$ cat src/rtl/go_pkg.sv
// go_pkg: shared cell, board, result and FSM state definitions for move_controller
package go_pkg;
  typedef enum logic [1:0] {EMPTY = 2'b00, BLACK = 2'b01, WHITE = 2'b10} cell_t;
  typedef cell_t [8:0][8:0] board_t;
  typedef enum logic [1:0] {RES_OK, RES_ILLEGAL, RES_KO, RES_PASS} result_t;
  typedef logic [2:0] state_t;
  localparam logic [7:0] PASS_MOVE = 8'hFF;
  localparam board_t EMPTY_BOARD = board_t'(162'd0);
  localparam state_t S_IDLE     = 3'd0;
  localparam state_t S_CHECK    = 3'd1;
  localparam state_t S_LAUNCH   = 3'd2;
  localparam state_t S_WAIT_UPD = 3'd3;
  localparam state_t S_KO_CHECK = 3'd4;
  localparam state_t S_COMMIT   = 3'd5;
  localparam state_t S_REPORT   = 3'd6;
endpackage

$ cat src/rtl/stone_counter.sv
// stone_counter: number of cells on a board that hold the given colour
module stone_counter
  import go_pkg::*;
(
  input  board_t     board,
  input  cell_t      colour,
  output logic [6:0] count
);
  // sum of matching cells over the whole board
  always_comb begin
    count = '0;
    for (int r = 0; r < 9; r++)
      for (int c = 0; c < 9; c++)
        count = count + 7'(board[r][c] == colour);
  end
endmodule

$ cat src/rtl/move_controller.sv
// move_controller: validates Go moves, drives the board-update stage and commits its result.
// Optional macro KO_DETECT_EN keeps the previous position and rejects simple-ko recaptures.
module move_controller
  import go_pkg::*;
#(
  parameter int BOARD_N = 9,
  parameter int CAP_W   = 8
) (
  input  logic             clk_in,
  input  logic             rst_n_in,
  input  logic             move_valid_in,
  input  logic [7:0]       move_in,
  output logic             move_ready_out,
  output logic             upd_start_out,
  output board_t           upd_board_out,
  output logic             upd_turn_out,
  output logic [7:0]       upd_move_out,
  input  board_t           upd_board_in,
  input  logic             upd_ready_in,
  output board_t           board_out,
  output logic             turn_out,
  output logic             result_valid_out,
  output logic [1:0]       result_code_out,
  output logic [CAP_W-1:0] black_caps_out,
  output logic [CAP_W-1:0] white_caps_out,
  output logic             game_over_out
);
  state_t state;
  board_t board, new_board;
  result_t result;
  cell_t target, opponent;
  logic turn, pass_flag, game_over, ko, in_range, is_pass, suicide;
  logic [7:0] move;
  logic [3:0] row, col;
  logic [6:0] opp_before, opp_after, gained;
  logic [CAP_W-1:0] black_caps, white_caps, mover_caps, caps_next;
  logic [CAP_W:0] caps_sum;

  assign row = move[7:4];
  assign col = move[3:0];
  assign is_pass = move == PASS_MOVE;
  assign in_range = int'(row) < BOARD_N && int'(col) < BOARD_N;
  assign target = in_range ? board[row][col] : EMPTY;
  assign suicide = new_board[row][col] == EMPTY;
  assign opponent = cell_t'({~turn, turn});

  stone_counter u_before (.board(board), .colour(opponent), .count(opp_before));
  stone_counter u_after (.board(new_board), .colour(opponent), .count(opp_after));

  assign gained = opp_before > opp_after ? opp_before - opp_after : '0;
  assign mover_caps = turn ? white_caps : black_caps;
  assign caps_sum = {1'b0, mover_caps} + (CAP_W+1)'(gained);
  assign caps_next = caps_sum[CAP_W] ? '1 : caps_sum[CAP_W-1:0];

`ifdef KO_DETECT_EN
  board_t prev_board;
  // position before the opponent's last committed move
  always_ff @(posedge clk_in or negedge rst_n_in)
    if (!rst_n_in) prev_board <= EMPTY_BOARD;
    else if (state == S_COMMIT && result == RES_OK) prev_board <= board;
  assign ko = new_board == prev_board;
`else
  assign ko = 1'b0;
`endif

  // sequencing FSM together with the committed game state; rejected updates still pass COMMIT for fixed latency
  always_ff @(posedge clk_in or negedge rst_n_in)
    if (!rst_n_in) begin
      state      <= S_IDLE;
      board      <= EMPTY_BOARD;
      new_board  <= EMPTY_BOARD;
      move       <= '0;
      turn       <= 1'b0;
      pass_flag  <= 1'b0;
      game_over  <= 1'b0;
      result     <= RES_OK;
      black_caps <= '0;
      white_caps <= '0;
    end else case (state)
      S_IDLE: if (move_valid_in && move_ready_out) begin
        move  <= move_in;
        state <= S_CHECK;
      end
      S_CHECK: if (is_pass) begin
        result    <= RES_PASS;
        turn      <= ~turn;
        game_over <= game_over | pass_flag;
        pass_flag <= 1'b1;
        state     <= S_REPORT;
      end else if (!in_range || target != EMPTY) begin
        result <= RES_ILLEGAL;
        state  <= S_REPORT;
      end else begin
        pass_flag <= 1'b0;
        state     <= S_LAUNCH;
      end
      S_LAUNCH: state <= S_WAIT_UPD;
      S_WAIT_UPD: if (upd_ready_in) begin
        new_board <= upd_board_in;
        state     <= S_KO_CHECK;
      end
      S_KO_CHECK: begin
        result <= suicide ? RES_ILLEGAL : ko ? RES_KO : RES_OK;
        state  <= S_COMMIT;
      end
      S_COMMIT: begin
        if (result == RES_OK) begin
          board <= new_board;
          turn  <= ~turn;
          if (turn) white_caps <= caps_next;
          else black_caps <= caps_next;
        end
        state <= S_REPORT;
      end
      default: state <= S_IDLE;
    endcase

  assign move_ready_out = state == S_IDLE && !game_over;
  assign upd_start_out = state == S_LAUNCH;
  assign upd_board_out = board;
  assign upd_turn_out = turn;
  assign upd_move_out = move;
  assign board_out = board;
  assign turn_out = turn;
  assign result_valid_out = state == S_REPORT;
  assign result_code_out = result;
  assign black_caps_out = black_caps;
  assign white_caps_out = white_caps;
  assign game_over_out = game_over;
endmodule

$ cat config.mk
export PLATFORM = sky130hd
export DESIGN_NAME = move_controller
export DESIGN_NICKNAME = d
export VERILOG_FILES = /design/src/rtl/go_pkg.sv /design/src/rtl/stone_counter.sv /design/src/rtl/move_controller.sv
export SDC_FILE = /design/constraint.sdc
export NUM_CORES = 1
export LEC_CHECK = 0
export BUFFER_PORTS_ARGS = -buffer_cell sky130_fd_sc_hd__buf_2
export CELL_PAD_IN_SITES_DETAIL_PLACEMENT = 1
export CELL_PAD_IN_SITES_GLOBAL_PLACEMENT = 2
export CORE_MARGIN = 3
export CORE_UTILIZATION = 30
export CTS_CLUSTER_DIAMETER = 60
export CTS_CLUSTER_SIZE = 20
export DETAILED_ROUTE_END_ITERATION = 6
export PLACE_DENSITY_LB_ADDON = 0.1
export SLEW_MARGIN = 20
export SYNTH_ARGS = -nofsm -noshare
export SYNTH_HDL_FRONTEND = slang
export SYNTH_SLANG_ARGS = --single-unit
$ cat constraint.sdc
create_clock -name clk_in -period 17.8 [get_ports clk_in]
set_clock_uncertainty 0.1 [all_clocks]
set_input_delay 2.67 -clock clk_in [delete_from_list [all_inputs] [get_ports clk_in]]
set_output_delay 2.67 -clock clk_in [all_outputs]
set_load 0.05 [all_outputs]
==> results of run 1 <==
-- kinds of logic (layout without fill, tap and decap cells) --
| family | after synthesis | after routing | share of synthesized area |
|---|---|---|---|
| buf+inv | 451 | 790 | 0.09759 |
| simple gates | 1105 | 1105 | 0.2096 |
| other cells | 0 | 2 | 0 |
| compound gates | 355 | 355 | 0.08296 |
| flops | 356 | 356 | 0.3669 |
| xor+xnor | 16 | 16 | 0.005771 |
| mux | 192 | 192 | 0.09548 |
| fa+ha+maj | 190 | 190 | 0.1418 |
-- registers in the layout, indices dropped and copies added, names as in the netlist --
name             count
board_out          162
black_caps_out       8
turn_out             1
pass_flag            1
white_caps_out       8
state                3
result_code_out      2
upd_move_out         8
game_over_out        1
new_board          162
-- per-stage QoR --
step | hold WS (ns) | cell area, sq um
finish | 0.3916 | 28210
global route | 0.4172 | 28200
CTS | 0.3838 | 28200
detailed placement | 0.3692 | 26700
global placement | 0.3660 | 26700
floorplan | 0.3505 | 24280
-- per-layer routing --
| metal | vias to the layer above | share of wire |
|---|---|---|
| met3 | 115 | 0.040 |
| met4 | 0 | 0.027 |
| met1 | 10200 | 0.45 |
| met5 | - | 0 |
| met2 | 486 | 0.48 |
| li1 | 9241 | - |
-- worst max-delay path, delay by kind of cell, from the launching register on --
kind | cells | cell delay, ns
flops | 1 | 0.79
simple gates | 6 | 0.87
buf+inv | 7 | 1.71
fa+ha+maj | 12 | 5.53
compound gates | 13 | 2.34
-- cell usage in the layout (no fill, tap or decap), drive strengths merged, types with 9 or more instances in the layout --
master and count:
inv 173, a211oi 30, ha 48, mux4 13, dfrtp 356, nand2b 50, xnor2 11, nor4 9
nor2 181, nand3b 44, nor3b 70, o21ai 100, clkbuf 47, clkinv 9, mux2 178, nor2b 72
buf 552, nand2 587, nor3 65, a21oi 174, fa 142
-- worst min-delay path by stage --
stage	slack, ns	end
after floorplan	0.35	game_over_out
after global placement	0.37	game_over_out
after detailed placement	0.37	game_over_out
after CTS	0.38	game_over_out
after global routing	0.42	game_over_out
final	0.39	game_over_out
-- cell type report --
| class | instances | area, sq um |
|---|---|---|
| antenna | 2 | 5.005 |
| fill | 9253 | 51430 |
| tap | 1050 | 1314 |
| multi-input combinational | 1858 | 13020 |
| timing repair buffer | 552 | 2843 |
| clock buffer | 47 | 1101 |
| clock inverter | 31 | 402.9 |
| inverter | 160 | 600.6 |
| sequential | 356 | 8920 |
==> flow_summary.yaml, run 1 <==
yosys:
  synthFlopType: "dfrtp_1"
  ys_seq_area_frac: 0.3669
  synth_common_cells: "587 x nand2_1, 356 x dfrtp_1, 181 x nor2_1, 178 x mux2_2, 174 x a21oi_1"
  async_flop_share: 1.000
  syn_nets: 3029
  synth_edf_count: 0
  ys_warn_count: 0
  synth_area_sq_um: 24280
  avgSynthCellArea_sq_um: 9.112
  syn_inst: 2665
  yosys.cell_count.top_type: "nand2_1"
  yosysUniqueCellTypes: 64
  synth_area_leaders: "dfrtp_1 37%, fa_1 12%, nand2_1 9.1%"
  synth_area_leader_cell: "dfrtp_1"
  synth_top_cell_area_share: 0.3669
  synth_seq_cells: 356
sta:
  final.min_clock_period_ns: 11.67
  rsz0062_at_grt: "no"
  worst_slew_pin_slew_ns: 0.9886
  final_min_period_over_clock_period: 0.6557
  slew_headroom: 0.3354
  hold_viol: 0
  setup_viol: 0
  setup_slack_ns: 6.129
  slew_viol_final: 0
  fmax_ghz: 0.08568
  tns_ns: 0
drt:
  wl_per_cell_um: 25.34
  ant_nets: 0
  first_iter_violations: 1114
  drt-pass1-iter-count: 5
  dr_total_vias: 20050
  route.detailed.drc: 0
  viasPerCell: 4.942
  routed_wl_um: 102800
place:
  placedCellCount: 3976
  hpwl_um: 81340
  io_buffers: 529
  gp_congestion: 0.8920
  dp_worst_setup_slack_ns: 6.066
critical_path:
  cp_max_fo: 197
  worst_setup_path_start_kind: "register"
  cp.required_ns: 18.12
  critPathKind: "register to register"
  setup.worst_path.end_class: "register"
  ff2ff_path_depth: 38
  crit_top_cell: "fa_1"
  critPathLaunch: "turn_out"
  endpoint: "black_caps_out[0]"
  slowest_stage: "buf_4"
  r2r_slack_ns: 6.13
  r2r-end: "black_caps_out[0]"
  r2r-start: "turn_out"
  slowest_delay_ns: 0.80
  worst_ep_arrival_time_ns: 11.99
cts:
  ctsHoldBuffers: 0
  cts.sinks: 356
  clockBufferDepth: 3
  cts_buffers: 43
  clkTransAtPathRegs_ns: 0.06
  htree_levels: 2
  cts_resized: 0
  clk_latency_ns: 0.57
  cts_tree: "done"
  cts_root_buf: "clkbuf_16"
  post_cts_buffers: 0
global_routing:
  use_met2: 0.4071
  antenna_found_initial: 3
  use_met3: 0.03225
  busiest_layer: "met2"
  grtUsageMet1: 0.3202
  grt_max_degree: 198
  first_global_vias: 21370
  grt_overflow: 0
  grt_pass1_wl_um: 149300
  grt_usage: 0.2390
layout:
  fin_util: 0.3542
  area_delta_synth_final_pct: 16.17
  instances_no_fill: 4056
  final_nets: 3335
  layout-drive-gt1-share: 0.2763
hold_path:
  worstHoldPathType: "register to register"
  worstHoldPathCells: 1
  hp-start: "pass_flag"
die:
  die_w_um: 290.5
  core_sq_um: 79640
  die_area_sq_um: 84390
  initial_core_util: 0.3049
  io_pins: 530
  rows: 103
  die_h_um: 290.5
job:
  maxCapViolations: 0
outcome:
  status: "complete, no violations"
Power of run 1 is left out: the tool's default activity adds up to more than one toggle a clock period on the data nets, which glitch-free logic cannot reach.
==> run 2, diff against run 1 <==
==> constraint.sdc (replaced) <==
create_clock -name clk_in -period 9.7 [get_ports clk_in]
set_clock_uncertainty 0.1 [all_clocks]
set_input_delay 1.455 -clock clk_in [delete_from_list [all_inputs] [get_ports clk_in]]
set_output_delay 1.455 -clock clk_in [all_outputs]
set_load 0.05 [all_outputs]
==> run 2 against run 1 <==
  * Non-clock buffer count rose by 90
  * Wire length rose by 4.1%
  * Via count is 2.6% higher
  * Cell count is 2.0% higher
  * Sequential cell count stayed put
  * First-iteration DRC count grew 9.5%
  * Global-route usage is 0.65 points higher
  * Critical path depth is the same
  * Setup slack got worse by 5.9 ns
  * Clock-buffer cell count down 4
  * Cell area rose by 3.1%
  * Critical endpoint is now black_caps_out[2]
  * Highest routed layer is now met5
==> flow_summary.yaml, run 2 (same netlist as run 1, synthesis figures left out) <==
outcome:
  status: "complete, no violations"
layout:
  mostFrequentLayoutCells: "587 x nand2_1, 528 x buf_2, 353 x dfrtp_1"
  fill_cells: 9254
  fin_util: 0.3651
  final-seq-area_sq_um: 8920
  final_nets: 3423
  final_common_cell: "nand2_1"
  area_delta_synth_final_pct: 19.75
  n_antenna_cell: 0
  layout-drive-gt1-share: 0.3127
  multiInputGateArea_sq_um: 13230
hold_path:
  worstHoldPathType: "register to register"
drt:
  dr_total_vias: 20560
  route.detailed.drc: 0
  first_iter_violations: 1220
  ant_nets: 0
  viasPerCell: 4.967
  wl_per_cell_um: 25.85
  routed_wl_um: 107000
  drt-pass1-iter-count: 4
sta:
  final_min_period_over_clock_period: 0.9752
  slew_headroom: 0.2273
  setup_slack_ns: 0.2401
  slew_viol_final: 0
  worst_slew_pin_slew_ns: 1.149
  fmax_ghz: 0.1057
  final.min_clock_period_ns: 9.460
  tns_ns: 0
  hold_viol: 0
  setup_viol: 0
  rsz0062_at_grt: "yes"
critical_path:
  setup.worst_path.end_class: "register"
  crit_top_cell: "fa_1"
  worst_setup_path_start_kind: "register"
  critPathKind: "register to register"
  slowest_delay_ns: 0.57
  cp_max_fo: 7
  cp.required_ns: 10.08
  slowest_stage: "fa_2"
  worst_ep_arrival_time_ns: 9.84
global_routing:
  grt_pass1_wl_um: 153100
  first_global_vias: 21990
  grt_max_degree: 151
  grt_usage: 0.2455
  grt_overflow: 0
  antenna_found_initial: 2
die:
  io_pins: 530
  die_w_um: 290.5
  die_h_um: 290.5
  die_area_sq_um: 84390
  initial_core_util: 0.3049
  core_sq_um: 79640
  rows: 103
place:
  io_buffers: 529
  dp_worst_setup_slack_ns: -0.4050
  hpwl_um: 84410
  gp_congestion: 0.8603
cts:
  cts_tree: "done"
  cts_buffers: 41
  clockBufferDepth: 3
  ctsHoldBuffers: 0
  cts_root_buf: "clkbuf_16"
  cts.sinks: 356
  clkTransAtPathRegs_ns: 0.07
  htree_levels: 2
  clk_latency_ns: 0.57
job:
  maxCapViolations: 0
==> run 2: stage by stage <==
| stage | hold slack, ns | instance area [sq um] | instances |
|---|---|---|---|
| 2_1_floorplan | 0.3505 | 24290 | 2665 |
| 3_3_place_gp | 0.3641 | 27370 | 4056 |
| 3_5_place_dp | 0.3685 | 27370 | 4056 |
| 4_1_cts | 0.3842 | 28740 | 4130 |
| 5_1_grt | 0.4217 | 29080 | 4139 |
| 6_report | 0.3849 | 29080 | 4139 |
==> run 2: worst max-delay path: cells and delay by family (launching register included) <==
kind                     cells  cell delay (ns)
AND/OR/NAND/NOR              4             0.55
buffers and inverters        8             0.56
flip-flops                   1             0.54
AO/OA/AOI/OAI               13             1.85
adder cells (fa/ha/maj)     13             5.73
==> run 2: routing by layer <==
metal / share of wire / track usage / vias to the layer above / wire length, um
met5: 0.00012 / 0 / - / 13
met4: 0.029 / 0.06789 / 2 / 3082
met3: 0.040 / 0.03080 / 122 / 4327
met2: 0.49 / 0.4238 / 536 / 52160
met1: 0.44 / 0.3242 / 10500 / 47410
li1: - / - / 9400 / -
==> run 2: worst paths after layout <==
path | start | end | slack [ns] | cells after the start
hold reg to reg | pass_flag | game_over_out | 0.38 | 1
max in group asynchronous | rst_n_in | board_out[58] | 6.58 | 3
setup reg to reg | turn_out | black_caps_out[2] | 0.24 | 38
setup / recovery | turn_out | black_caps_out[2] | 0.24 | 38
hold / removal | pass_flag | game_over_out | 0.38 | 1
min in group asynchronous | rst_n_in | black_caps_out[4] | 0.83 | 1
==> run 2: area by class of cell <==
type / count / area share
flip-flops and latches: 356 / 0.3067
inverters: 160 / 0.02065
multi-input cells: 1858 / 0.4551
clock buffers: 43 / 0.03554
repair buffers: 642 / 0.1265
clock inverters: 30 / 0.01033
well taps: 1050 / 0.04518
==> run 2: what timing repair did <==
action | CTS | global route
pin swaps | 4 | 22
cloned | 0 | 4
resized for setup | 14 | 70
buffers inserted | 1 | 5
setup endpoints to repair | 16 | 16
Power of run 2 is left out for the same reason.
